[config.mk]
export PLATFORM = sky130hd
export DESIGN_NAME = outport_allocator_flat
export DESIGN_NICKNAME = d
export VERILOG_FILES = /design/src/rtl/noc_alloc_pkg.sv /design/src/rtl/outport_allocator_if.sv /design/src/rtl/rr_pick.sv /design/src/rtl/outport_allocator.sv /design/src/flat_wrapper.sv
export SDC_FILE = /design/constraint.sdc
export NUM_CORES = 1
export LEC_CHECK = 0
export BUFFER_PORTS_ARGS = -buffer_cell sky130_fd_sc_hd__buf_2
export CORE_MARGIN = 2
export CORE_UTILIZATION = 30
export DETAILED_ROUTE_END_ITERATION = 10
export PLACE_DENSITY_LB_ADDON = 0.05
export RECOVER_POWER = 25
export SLEW_MARGIN = 0
export SYNTH_ARGS = -nofsm -noshare
export SYNTH_HDL_FRONTEND = slang
export SYNTH_SLANG_ARGS = --single-unit
[constraint.sdc]
create_clock -name clk -period 1.95 [get_ports clk]
set_clock_uncertainty 0.15 [all_clocks]
set_input_delay 0.0975 -clock clk [delete_from_list [all_inputs] [get_ports clk]]
set_output_delay 0.0975 -clock clk [all_outputs]
set_load 0.005 [all_outputs]
[src/rtl/noc_alloc_pkg.sv]
// Shared definitions for the NoC output-port allocator: FSM state encoding
// and default sizing parameters.
package noc_alloc_pkg;

  typedef enum logic [1:0] {
    ST_IDLE    = 2'd0,
    ST_LOCKED  = 2'd1,
    ST_RELEASE = 2'd2
  } alloc_state_e;

  localparam int DEF_INPORTS         = 4;
  localparam int DEF_MAX_LOCK_CYCLES = 16;

endpackage

[src/rtl/outport_allocator_if.sv]
// Request/grant bundle between the input ports and one output-port allocator.
// The master side is the set of requesting inputs; the slave side is the allocator.
interface outport_allocator_if
  import noc_alloc_pkg::*;
#(
  parameter int INPORTS = DEF_INPORTS
);
  localparam int IW = $clog2(INPORTS);

  logic [INPORTS-1:0] req_i;
  logic [INPORTS-1:0] tail_passed_i;
  logic               out_ready_i;
  logic [INPORTS-1:0] grant_o;
  logic [IW-1:0]      owner_o;
  logic               busy_o;
  logic               timeout_err_o;

  modport master (
    output req_i, tail_passed_i, out_ready_i,
    input  grant_o, owner_o, busy_o, timeout_err_o
  );

  modport slave (
    input  req_i, tail_passed_i, out_ready_i,
    output grant_o, owner_o, busy_o, timeout_err_o
  );
endinterface

[src/rtl/rr_pick.sv]
// Stateless round-robin picker: first set request at or above ptr_i, wrapping
// from N-1 back to 0.
module rr_pick
  import noc_alloc_pkg::*;
#(
  parameter int N  = DEF_INPORTS,
  localparam int IW = $clog2(N)
) (
  input  logic [N-1:0]  req_i,
  input  logic [IW-1:0] ptr_i,
  output logic [N-1:0]  onehot_o,
  output logic [IW-1:0] idx_o,
  output logic          valid_o
);

  // w_cand[gi] is the input index examined at search offset gi.
  logic [IW-1:0] w_cand [N];

  genvar gi;
  generate
    for (gi = 0; gi < N; gi++) begin : g_cand
      logic [IW:0] w_sum;
      assign w_sum       = {1'b0, ptr_i} + (IW+1)'(gi);
      assign w_cand[gi]  = (w_sum >= (IW+1)'(N)) ? IW'(w_sum - (IW+1)'(N)) : IW'(w_sum);
    end
  endgenerate

  // Scan from the farthest offset down so the nearest requester wins.
  always_comb begin
    valid_o  = 1'b0;
    idx_o    = '0;
    onehot_o = '0;
    for (int k = N - 1; k >= 0; k--) begin
      if (req_i[w_cand[k]]) begin
        valid_o = 1'b1;
        idx_o   = w_cand[k];
      end
    end
    if (valid_o) onehot_o[idx_o] = 1'b1;
  end

endmodule

[src/rtl/outport_allocator.sv]
// Output-port allocator: locks the port to one input per packet, releases on
// the owner's tail or a watchdog expiry, and rotates priority round-robin.
module outport_allocator
  import noc_alloc_pkg::*;
#(
  parameter int INPORTS         = DEF_INPORTS,
  parameter int MAX_LOCK_CYCLES = DEF_MAX_LOCK_CYCLES
) (
  input logic                 clk,
  input logic                 reset,
  outport_allocator_if.slave  bus
);

  localparam int IW = $clog2(INPORTS);
  localparam int CW = (MAX_LOCK_CYCLES > 1) ? $clog2(MAX_LOCK_CYCLES) : 1;

  alloc_state_e       r_state;
  logic [INPORTS-1:0] r_grant;
  logic [IW-1:0]      r_owner;
  logic [IW-1:0]      r_ptr;
  logic [CW-1:0]      r_cnt;
  logic               r_busy;
  logic               r_timeout;

  logic [INPORTS-1:0] w_pick_onehot;
  logic [IW-1:0]      w_pick_idx;
  logic               w_pick_valid;
  logic               w_owner_tail;
  logic               w_expire;

  rr_pick #(.N(INPORTS)) u_rr_pick (
    .req_i    (bus.req_i),
    .ptr_i    (r_ptr),
    .onehot_o (w_pick_onehot),
    .idx_o    (w_pick_idx),
    .valid_o  (w_pick_valid)
  );

  // Only the owner's tail matters; other inputs' tail pulses are ignored.
  assign w_owner_tail = bus.tail_passed_i[r_owner];
  assign w_expire     = (r_cnt == CW'(MAX_LOCK_CYCLES - 1));

  always_ff @(posedge clk) begin
    if (reset) begin
      r_state   <= ST_IDLE;
      r_grant   <= '0;
      r_owner   <= '0;
      r_ptr     <= '0;
      r_cnt     <= '0;
      r_busy    <= 1'b0;
      r_timeout <= 1'b0;
    end else begin
      case (r_state)
        ST_IDLE: begin
          if (bus.out_ready_i && w_pick_valid) begin
            r_state <= ST_LOCKED;
            r_grant <= w_pick_onehot;
            r_owner <= w_pick_idx;
            r_cnt   <= '0;
            r_busy  <= 1'b1;
          end
        end
        ST_LOCKED: begin
          // A real tail wins over a simultaneous watchdog expiry.
          if (w_owner_tail || w_expire) begin
            r_state <= ST_RELEASE;
            r_grant <= '0;
            r_ptr   <= (r_owner == IW'(INPORTS - 1)) ? '0 : r_owner + IW'(1);
            if (!w_owner_tail) r_timeout <= 1'b1;
          end else begin
            r_cnt <= r_cnt + CW'(1);
          end
        end
        ST_RELEASE: begin
          r_state <= ST_IDLE;
          r_busy  <= 1'b0;
        end
        default: begin
          r_state <= ST_IDLE;
          r_grant <= '0;
          r_busy  <= 1'b0;
        end
      endcase
    end
  end

  assign bus.grant_o       = r_grant;
  assign bus.owner_o       = r_owner;
  assign bus.busy_o        = r_busy;
  assign bus.timeout_err_o = r_timeout;

endmodule

[src/flat_wrapper.sv]
// flat-port wrapper written by rule: the top's interface ports become plain ports
module outport_allocator_flat import noc_alloc_pkg::*;
#(
  parameter int INPORTS         = DEF_INPORTS,
  parameter int MAX_LOCK_CYCLES = DEF_MAX_LOCK_CYCLES
)
  (clk, reset, bus_req_i, bus_tail_passed_i, bus_out_ready_i, bus_grant_o, bus_owner_o, bus_busy_o, bus_timeout_err_o);
  outport_allocator_if #(.INPORTS(INPORTS)) bus_i ();
  input logic clk;
  input logic reset;
  input wire logic [$bits(bus_i.req_i)-1:0] bus_req_i;
  input wire logic [$bits(bus_i.tail_passed_i)-1:0] bus_tail_passed_i;
  input wire logic [$bits(bus_i.out_ready_i)-1:0] bus_out_ready_i;
  output wire logic [$bits(bus_i.grant_o)-1:0] bus_grant_o;
  output wire logic [$bits(bus_i.owner_o)-1:0] bus_owner_o;
  output wire logic [$bits(bus_i.busy_o)-1:0] bus_busy_o;
  output wire logic [$bits(bus_i.timeout_err_o)-1:0] bus_timeout_err_o;
  assign bus_i.req_i = bus_req_i;
  assign bus_i.tail_passed_i = bus_tail_passed_i;
  assign bus_i.out_ready_i = bus_out_ready_i;
  assign bus_grant_o = bus_i.grant_o;
  assign bus_owner_o = bus_i.owner_o;
  assign bus_busy_o = bus_i.busy_o;
  assign bus_timeout_err_o = bus_i.timeout_err_o;
  outport_allocator #(.INPORTS(INPORTS), .MAX_LOCK_CYCLES(MAX_LOCK_CYCLES)) u_core (.clk(clk), .reset(reset), .bus(bus_i));
endmodule
# Word-level counts from Yosys, hierarchy flattened
# Cells that the tools add are included.
dict set report classes {
  add_sub_neg 9
  magnitude_cmp 11
  n_eq_ne 7
  n_mux 37
  n_bitwise 3
  reduce_logical 12
}
# operator n
set op_table {}
lappend op_table {{2-bit two-way mux} 11}
lappend op_table {{4-bit two-way mux} 5}
lappend op_table {{2-bit by 3-bit < comparator with 1-bit output, second input constant} 6}
lappend op_table {{4-bit one-hot mux with 3 select lines} 1}
lappend op_table {{1-bit two-way mux} 11}
lappend op_table {{1-bit binary-select mux with 2-bit select} 5}
lappend op_table {{3-bit greater-or-equal comparator, second input constant} 3}
lappend op_table {{3-bit AND reduction} 3}
lappend op_table {{4-bit one-hot mux with 2 select lines} 1}
lappend op_table {{2-bit AND reduction} 4}
lappend op_table {{2-bit by 1-bit subtractor with 2-bit output, second input constant} 4}
lappend op_table {{2-bit by 2-bit adder with 3-bit output, second input constant} 2}
lappend op_table {{4-bit by 1-bit adder with 4-bit output, second input constant} 1}
lappend op_table {{2-bit == test, second input constant} 2}
lappend op_table {{4-bit == test, second input constant} 1}
lappend op_table {{2-bit by 1-bit != test with 1-bit output, second input constant} 2}
lappend op_table {{2-bit one-hot mux with 2 select lines} 1}
lappend op_table {{2-bit by 1-bit adder with 3-bit output, second input constant} 1}
lappend op_table {{2-bit by 3-bit greater-or-equal comparator with 1-bit output, second input constant} 1}
lappend op_table {{1-bit NOT} 3}
lappend op_table {{2-bit by 1-bit adder with 2-bit output, second input constant} 1}
lappend op_table {{1-bit demux with 2-bit select} 1}
lappend op_table {{2-bit by 1-bit == test with 1-bit output, second input constant} 1}
lappend op_table {{2-bit by 1-bit greater-or-equal comparator with 1-bit output, second input constant} 1}
lappend op_table {{6 further kinds} 7}
dict set report word_totals {
  regBits 16
  in_bits 11
  output_inout_bits 8
}

# Logic depth before layout (Yosys ltp)
# Gate-level depths: netlist (run 1).
dict set report depth {
  depth_word 16
  mapped_depth 5
  mapped_depth_nobuf 5
}

# Modules after synthesis
# A second synthesis (run 1) with hierarchy kept.
dict set report unflattened {
  cells_unflattened 107
  area_unflattened_um2 913.4
}
# mod instances cells_per_inst area_per_inst_um2
set by_module_without_submodules {}
lappend by_module_without_submodules {outport_allocator 1 74 701.9}
lappend by_module_without_submodules {rr_pick 1 33 211.5}

# Least setup slack after synthesis (run 1)
# Ideal clock, no wire load.
dict set report synth_timing {
  path_type {register to register}
  from {register u_core.r_owner[0], in the netlist u_core.bus.owner_o[0]}
  to {register u_core.r_cnt[2]}
  setup_ps 128
  t_arrival_ps 1690
  path_slack_ps -17
  stages_incl_launch_ff 5
  path_buffers 0
  path_cell_list {dfxtp_1 -> mux4_2 -> or4b_1 -> a31oi_1 -> nor2_1}
}
dict set report synth_between {
  elab_chain_len 5
}
# element line_no
set synth_lines {}
lappend synth_lines {{start, declared} outport_allocator.sv:19} ;# logic [IW-1:0] r_owner;
lappend synth_lines {{start signal, assigned} outport_allocator.sv:58} ;# r_owner <= w_pick_idx;
lappend synth_lines {{1-bit binary-select mux with 2-bit select} outport_allocator.sv:40} ;# assign w_owner_tail = bus.tail_passed_i[r_owner];
lappend synth_lines {{1-bit two-way mux (implied by the code)} outport_allocator.sv:40}
lappend synth_lines {{1-bit logical OR} outport_allocator.sv:65} ;# if (w_owner_tail || w_expire) begin
lappend synth_lines {{2-bit != test (no source line)} --}
lappend synth_lines {{3-bit AND reduction (no source line)} --}
lappend synth_lines {{end signal, assigned} outport_allocator.sv:71} ;# r_cnt <= r_cnt + CW'(1);
lappend synth_lines {{end, declared} outport_allocator.sv:21} ;# logic [CW-1:0] r_cnt;
# Every way passes these cells. The select of a mux whose other input is x is not followed.
# A chain may end at the register's enable or synchronous reset.

# Worst setup path after layout (run 1)
# Ends and elaborated chain as after synthesis.

==> results_dict.tcl, run 1 <==
set metrics [dict create \
    cp-end-kind "flop" \
    coreArea_sq_um 2450 \
    cts_inserted_buffers 3 \
    cts_resized 0 \
    period_share_pct 95.7 \
    drc 0 \
    fp-row-count 18 \
    worstSkewPairLatency_ps 290 \
    gr-usage-all-layers_pct 13.3 \
    gp_congestion 0.703 \
    drv_cap 0 \
    synth_top_area_cell "dfxtp_1" \
    initialDrtViolationCount 6 \
    status "finished, final reports clean" \
    synth_enable_flop_cells 0 \
    die_h_microns 54.9 \
    syn_area_sq_um 776 \
    post_cts_buffers 0 \
    p_per_area_nw_per_um2 705 \
    dp_cells 136 \
    fin_crit_ps 1870 \
    grt-ovfl-total 0 \
    cp-startpoint "u_core.bus.owner_o[0]" \
    avgViaCountPerCell 4.99 \
    nNetsFinal 125 \
    fillers 267 \
    r2r-start "u_core.bus.owner_o[0]" \
    cp-endpoint "u_core.r_cnt[2]" \
    tns_ps 0 \
    ys_async_sr_fraction_pct 0 \
    synth_nets 98 \
    ys_seq_area_share_pct 41.3 \
    first_pass_iters 4 \
    synth-seq-cells 16 \
    port-buffer-count 18 \
    hp-class "in -> reg" \
    wl_per_cell_microns 12.5 \
    initial_core_util_pct 31.6 \
    path_class "reg -> reg" \
    final_common_cell "buf_2" \
    fp.dieW_microns 54.9 \
    power.leakage_uw 0.000412 \
    grt_max_degree 17 \
    critPathMaxFanout 3 \
    worst_pin_slew_ps 574 \
    slew_viol_final 0 \
    yosys-top-cells-area "dfxtp_1, a21oi_1, nor2_1" \
    final_cell_mix "buf_2, dfxtp_1, nor2_1" \
    ys.flop_type "dfxtp_1" \
    final-setup-viol-count 0 \
    cts_tree "yes" \
    antenna_found_initial 0 \
    htreeDepth 1 \
    fin_ws_ps 83.0 \
    synth.avg_cell_area_sq_um 9.13 \
    synth_top_area_share_pct 41.3 \
    io_pins 19 \
    grt_pass1_vias 625 \
    critPathLaunchType "flop" \
    syn-instance-count 85 \
    rrSetupSlack_ps 80 \
    yosys_warnings 0 \
    timing.fmax_mhz 536 \
    slew_headroom_pct 61.4 \
    diodes 0 \
    clock-root-buffer "clkbuf_4" \
    path_clk_slew_ps 100 \
    rsz0062_at_grt "false" \
    area_delta_synth_final_pct 27.1 \
    yosysUniqueCellTypes 36 \
    die-area_sq_um 3010 \
    drtAntennaViolNets 0 \
    reg2regPathDepth 4 \
    clockBufferDepth 2 \
    wl_mm 1.76 \
    max-vdd-ir-drop_v 0.000320 \
    stdcell_count 141 \
    r2r_end "u_core.r_cnt[2]" \
    power_uw 695 \
    hold_viol 0 \
    cp.required_ps 1980 \
    cp.arrival_ps 1900 \
    dr_total_vias 704 \
    drive_above_1_share_pct 28.8 \
    place.detailed.hpwl_mm 1.32 \
    post-place-ws_ps 88.8 \
    grt_pass1_wl_mm 2.74 \
    clkSinkCount 16 \
]
## layer usage
metal  share of wire [%]  vias to the layer above  wire length, microns  GRT usage, %
met5                   0                        -                     0             0
met4                 2.5                        0                    44          8.75
met1                  51                      310                   895          17.4
li1                    -                      373                     -             -
met3                 5.6                        4                    98          2.46
met2                  41                       17                   724          19.6
## power by group
| group | switching, uW | internal [uW] |
|---|---|---|
| sequential | 10.7 | 341 |
| combinational | 61.3 | 56.6 |
| clock | 112 | 114 |
| total | 184 | 511 |
## through the flow
stage | hold slack [ps] | utilization, % | cell area (sq um)
global route | 74.8 | 40.2 | 986
finish | 47.3 | 40.2 | 986
global placement | 295 | 38.4 | 942
CTS | 34.2 | 40.3 | 988
floorplan | 161 | - | 777
detailed placement | 291 | 38.4 | 942
## worst max-delay path, cell delays in order (launching register included)
cell     delay [ps]
dfxtp_2         350
mux4_2          540
or4b_1          510
a31oi_1         170
nor2_1           50
## flip-flops by register name, indices dropped and copies added (netlist names)
name                      count
u_core.r_ptr                  2
u_core.bus.owner_o            2
u_core.r_cnt                  4
u_core.bus.busy_o             1
u_core.r_state                2
u_core.bus.grant_o            4
u_core.bus.timeout_err_o      1
## area by class of cell
cell class / instances / area, sq um / area share (%)
flip-flops and latches: 16 / 322 / 32.6
multi-input cells: 64 / 437 / 44.3
clock buffers: 4 / 36.3 / 3.68
well taps: 30 / 37.5 / 3.81
repair buffers: 26 / 150 / 15.2
inverters: 1 / 3.75 / 0.381
## cells by family after synthesis
kind of cell             synth area share [%]
AO/OA/AOI/OAI                            21.1
multiplexers                             5.48
AND/OR/NAND/NOR                          25.3
flip-flops                               41.3
adder cells (fa/ha/maj)                  3.23
XOR/XNOR                                 1.13
buffers and inverters                    2.42
## worst min-delay path by stage
stage | from | cells past startpoint | to | slack (ps)
2_1_floorplan | bus_req_i[3] | 2 | u_core.bus.grant_o[2] | 160
3_3_place_gp | u_core.bus.grant_o[2] | 1 | u_core.bus.grant_o[2] | 290
3_5_place_dp | u_core.bus.grant_o[0] | 1 | u_core.bus.grant_o[0] | 290
4_1_cts | bus_req_i[3] | 3 | u_core.bus.grant_o[2] | 30
5_1_grt | bus_req_i[3] | 3 | u_core.bus.grant_o[0] | 70
6_report | bus_req_i[3] | 3 | u_core.bus.grant_o[2] | 50
## Yosys cell counts, types with 2 or more instances
| cell | instances |
|---|---|
| dfxtp_1 | 16 |
| nor2_1 | 10 |
| a21oi_1 | 9 |
| nand2_1 | 5 |
| nor3_1 | 4 |
| clkbuf_1 | 3 |
| nor4_1 | 3 |
| a32o_1 | 2 |
| ha_1 | 2 |
| mux2i_1 | 2 |
| nand2b_1 | 2 |
| nor4b_1 | 2 |
| o2bb2ai_1 | 2 |
## repair_timing
item | 4_1_cts | 5_1_grt
endpoints found under the hold margin | 3 | 0
endpoints found under the setup margin | 0 | 0
hold buffers | 1 | 0
Note: power is estimated with default switching activity, not from simulation.
==> run 2, diff against run 1 <==
--- a/config.mk
+++ b/config.mk
@@ -8,6 +8,7 @@
 export BUFFER_PORTS_ARGS = -buffer_cell sky130_fd_sc_hd__buf_2
 export CORE_MARGIN = 2
 export CORE_UTILIZATION = 30
+export CTS_BUF_LIST = sky130_fd_sc_hd__clkbuf_4
 export DETAILED_ROUTE_END_ITERATION = 10
 export PLACE_DENSITY_LB_ADDON = 0.05
 export RECOVER_POWER = 25
==> run 2 against run 1 <==
Compared with the run above: non-clock buffer count stayed put; routed wire length down 1.2%; highest routed layer unchanged; clock-buffer cell count fell by 1; combinational power about the same; hold slack about the same; critical path depth is the same; sequential power about the same; total power is 6.1% lower; cell count unchanged; die area is the same.
==> results_dict.tcl, run 2 (synthesis gave the netlist of run 1 again) <==
set metrics [dict create \
    power.leakage_uw 0.000407 \
    worstSkewPairLatency_ps 290 \
    final_common_cell "buf_2" \
    hp-class "in -> reg" \
    grt_pass1_wl_mm 2.73 \
    nNetsFinal 125 \
    area_delta_synth_final_pct 25.8 \
    fp-row-count 18 \
    switchingPower_uw 181 \
    max-vdd-ir-drop_v 0.000316 \
    fp.dieW_microns 54.9 \
    avgViaCountPerCell 5.02 \
    grt_pass1_vias 624 \
    cts_inserted_buffers 3 \
    drv_cap 0 \
    gr-usage-all-layers_pct 13.2 \
    drive_above_1_share_pct 27.9 \
    finish.utilization_pct 39.8 \
    cp-end-kind "flop" \
    hold_viol 0 \
    stdcell_count 141 \
    cp.arrival_ps 1900 \
    slew_viol_final 0 \
    cp.required_ps 1980 \
    comb_power_share_pct 18.0 \
    path_class "reg -> reg" \
    hold_buffers 1 \
    period_share_pct 96.0 \
    wl_mm 1.74 \
    dp_cells 136 \
    port-buffer-count 18 \
    worst_pin_slew_ps 574 \
    clkPwrFrac_pct 28.1 \
    fin_crit_ps 1870 \
    fillers 268 \
    fin_ws_ps 77.9 \
    initialDrtViolationCount 6 \
    p_per_area_nw_per_um2 669 \
    drc 0 \
    rsz0062_at_grt "false" \
    final_cell_mix "buf_2, dfxtp_1, nor2_1" \
    diodes 0 \
    io_pins 19 \
    drtAntennaViolNets 0 \
    clock-root-buffer "clkbuf_4" \
    timing.fmax_mhz 534 \
    post_cts_buffers 0 \
    clkSinkCount 16 \
    critPathLaunchType "flop" \
    status "finished, final reports clean" \
    grt_max_degree 17 \
    grt-ovfl-total 0 \
    multiInputGateArea_sq_um 437 \
    final-setup-viol-count 0 \
    swShare_pct 27.7 \
    htreeDepth 1 \
    seq_power_share_pct 53.9 \
    cts_resized 0 \
    dr_total_vias 708 \
    slew_headroom_pct 61.4 \
    internal_power_uw 472 \
    die-area_sq_um 3010 \
    die_h_microns 54.9 \
    tns_ps 0 \
    place.detailed.hpwl_mm 1.32 \
    hold-worst-slack_ps 46.9 \
    post-place-ws_ps 88.8 \
    coreArea_sq_um 2450 \
    layout.area.seq_sq_um 322 \
    clockBufferDepth 2 \
    cts_tree "yes" \
    critPathMaxFanout 3 \
    first_pass_iters 4 \
    gp_congestion 0.703 \
    rrSetupSlack_ps 80 \
    wl_per_cell_microns 12.3 \
    antenna_found_initial 0 \
    initial_core_util_pct 31.6 \
    path_clk_slew_ps 100 \
]
## run 2: cell type report
type                            instances  share of cell area [%]
Inverter                                1                   0.385
Timing Repair Buffer                   26                    15.4
Clock inverter                          1                   0.385
Tap cell                               30                    3.85
Clock buffer                            3                    2.31
Multi-Input combinational cell         64                    44.7
Sequential cell                        16                    32.9
## run 2: stage by stage
stage                     cell area [sq um]  total power [uW]
after floorplan                         777               426
after global placement                  942               477
after detailed placement                942               477
after CTS                               978               668
after global routing                    976               694
final                                   976               653
## run 2: power groups by stage
stage / Combinational [uW] / Sequential [uW] / Clock, uW
3_5_place_dp: 118 / 360 / 0
6_report: 117 / 352 / 183
5_1_grt: 132 / 354 / 208
3_3_place_gp: 118 / 359 / 0
4_1_cts: 120 / 352 / 196
2_1_floorplan: 67.2 / 359 / 0
## run 2: routing by layer
layer	wire length (microns)	share of wire (%)	track usage (%)
met1	892	51	17.4
met2	699	40	19.4
met3	104	6.0	2.46
met4	44	2.5	8.75
met5	0	0	0
## run 2: path summary, 6_finish.rpt
kind | start | to | cells past startpoint
setup / recovery | u_core.bus.owner_o[0] | u_core.r_cnt[2] | 4
hold / removal | bus_req_i[3] | u_core.bus.grant_o[2] | 3
setup reg to reg | u_core.bus.owner_o[0] | u_core.r_cnt[2] | 4
hold reg to reg | u_core.bus.grant_o[0] | u_core.bus.grant_o[0] | 1
## run 2: critical path: stages (launching register included)
cell	delay, ps
dfxtp_2	350
mux4_2	540
or4b_1	510
a31oi_1	170
nor2_1	50
==> run 3, diff against run 2 <==
--- a/config.mk
+++ b/config.mk
@@ -10,7 +10,7 @@
 export CORE_UTILIZATION = 30
 export CTS_BUF_LIST = sky130_fd_sc_hd__clkbuf_4
 export DETAILED_ROUTE_END_ITERATION = 10
-export PLACE_DENSITY_LB_ADDON = 0.05
+export PLACE_DENSITY = 0.48
 export RECOVER_POWER = 25
 export SLEW_MARGIN = 0
 export SYNTH_ARGS = -nofsm -noshare
==> run 3 against run 2 <==
Compared with the run above: non-clock buffer count shrank 1; total power about the same; first-iteration DRC count is 67% higher; critical endpoint unchanged; largest power group unchanged; highest routed layer unchanged.
==> results_dict.tcl, run 3 (synthesis gave the netlist of run 1 again) <==
set metrics [dict create \
    layout.area.seq_sq_um 322 \
    fin_crit_ps 1900 \
    path_class "reg -> reg" \
    finish.utilization_pct 39.8 \
    place.detailed.hpwl_mm 1.41 \
    dp_cells 136 \
    dpl_cell_area_sq_um 942 \
    fp.dieW_microns 54.9 \
    cp.required_ps 1990 \
    wl_per_cell_microns 13.3 \
    fillers 278 \
    rsz0062_at_grt "true" \
    grt-ovfl-total 0 \
    initialDrtViolationCount 10 \
    routed.top_layer "met4" \
    critPathLaunchType "flop" \
    stdcell_count 140 \
    gr-usage-all-layers_pct 13.3 \
    wl_mm 1.87 \
    htreeDepth 1 \
    initial_core_util_pct 31.6 \
    fp-row-count 18 \
    clkSinkCount 16 \
    final_cell_mix "buf_2, dfxtp_1, nor2_1" \
    drv_cap 0 \
    dr_total_vias 738 \
    period_share_pct 97.5 \
    wl_met1_microns 922 \
    p_per_area_nw_per_um2 669 \
    gp_congestion 0.800 \
    drc 0 \
    worst_pin_slew_ps 552 \
    io_pins 19 \
    nNetsFinal 124 \
    die-area_sq_um 3010 \
    max-vdd-ir-drop_v 0.000433 \
    cp.arrival_ps 1940 \
    avgViaCountPerCell 5.27 \
    power.leakage_uw 0.000399 \
    hold_viol 0 \
    path_clk_slew_ps 100 \
    worstSkewPairLatency_ps 290 \
    grt_pass1_wl_mm 2.78 \
    hold_buffers 0 \
    die_h_microns 54.9 \
    port-buffer-count 18 \
    antenna_found_initial 0 \
    multiInputGateArea_sq_um 448 \
    drive_above_1_share_pct 29.1 \
    drtAntennaViolNets 0 \
    area_delta_synth_final_pct 25.8 \
    diodes 0 \
    cts_inserted_buffers 3 \
    cp-end-kind "flop" \
    clockBufferDepth 2 \
    slew_viol_final 0 \
    status "finished, final reports clean" \
    cts_tree "yes" \
    slew_headroom_pct 62.9 \
    critPathMaxFanout 3 \
    timing.fmax_mhz 526 \
    final-setup-viol-count 0 \
    hp-class "in -> reg" \
    first_pass_iters 4 \
    met2_length_microns 809 \
    hold-worst-slack_ps 10.0 \
    grt_pass1_vias 638 \
    grt_max_degree 17 \
    coreArea_sq_um 2450 \
    wl_met3_microns 116 \
    clock-root-buffer "clkbuf_4" \
    finalInstanceArea_sq_um 976 \
]
## run 3: changes by cell type in the layout (fill, tap and decap cells not counted), sizes merged
| cell | before | now |
|---|---|---|
| dlygate4sd3 | 1 | 0 |
| clkbuf | 5 | 6 |
| buf | 23 | 22 |
## run 3: area by class of cell
type,instances,share of cell area [%]
multi-input cells,64,45.9
flip-flops and latches,16,32.9
repair buffers,25,14.2
well taps,30,3.85
clock buffers,3,2.31
clock inverters,1,0.385
inverters,1,0.385
## run 3: critical path, cell delays in order, from the launching register on
cell and delay (ps):
dfxtp_2 350, mux4_2 540, or4b_1 530, a31oi_1 180, nor2_1 50
## run 3: worst paths after layout
kind / from / endpoint / slack (ps) / cells after the start
min: reset / u_core.bus.timeout_err_o / 10 / 2
max: u_core.bus.owner_o[0] / u_core.r_cnt[2] / 50 / 4
min reg2reg: u_core.bus.grant_o[0] / u_core.bus.grant_o[0] / 320 / 1
max reg2reg: u_core.bus.owner_o[0] / u_core.r_cnt[2] / 50 / 4
## run 3: timing repair
item                                    CTS  global route
gates resized for setup                   0             2
buffers inserted                          0             0
endpoints found under the setup margin    0             3
## run 3: where the power goes
| part | switching, uW | leakage (uW) | internal [uW] | total, uW |
|---|---|---|---|---|
| Combinational | 62.4 | 0.000253 | 55.5 | 118 |
| Clock | 108 | 0.0000154 | 74.4 | 182 |
| Sequential | 11.3 | 0.000131 | 341 | 353 |
## run 3: per-layer routing
layer | track usage (%) | vias up
li1 | - | 373
met1 | 17.8 | 347
met2 | 19.8 | 16
met3 | 5.74 | 2
met4 | 2.50 | 0
met5 | 0 | -
## run 3: through the flow
stage | worst slack, ps | TNS, ps | power, uW
after floorplan | 38.6 | 0 | 426
after global placement | 85.7 | 0 | 476
after detailed placement | 78.3 | 0 | 478
after CTS | 44.5 | 0 | 661
after global routing | -60.4 | -79.2 | 690
final | 48.5 | 0 | 653
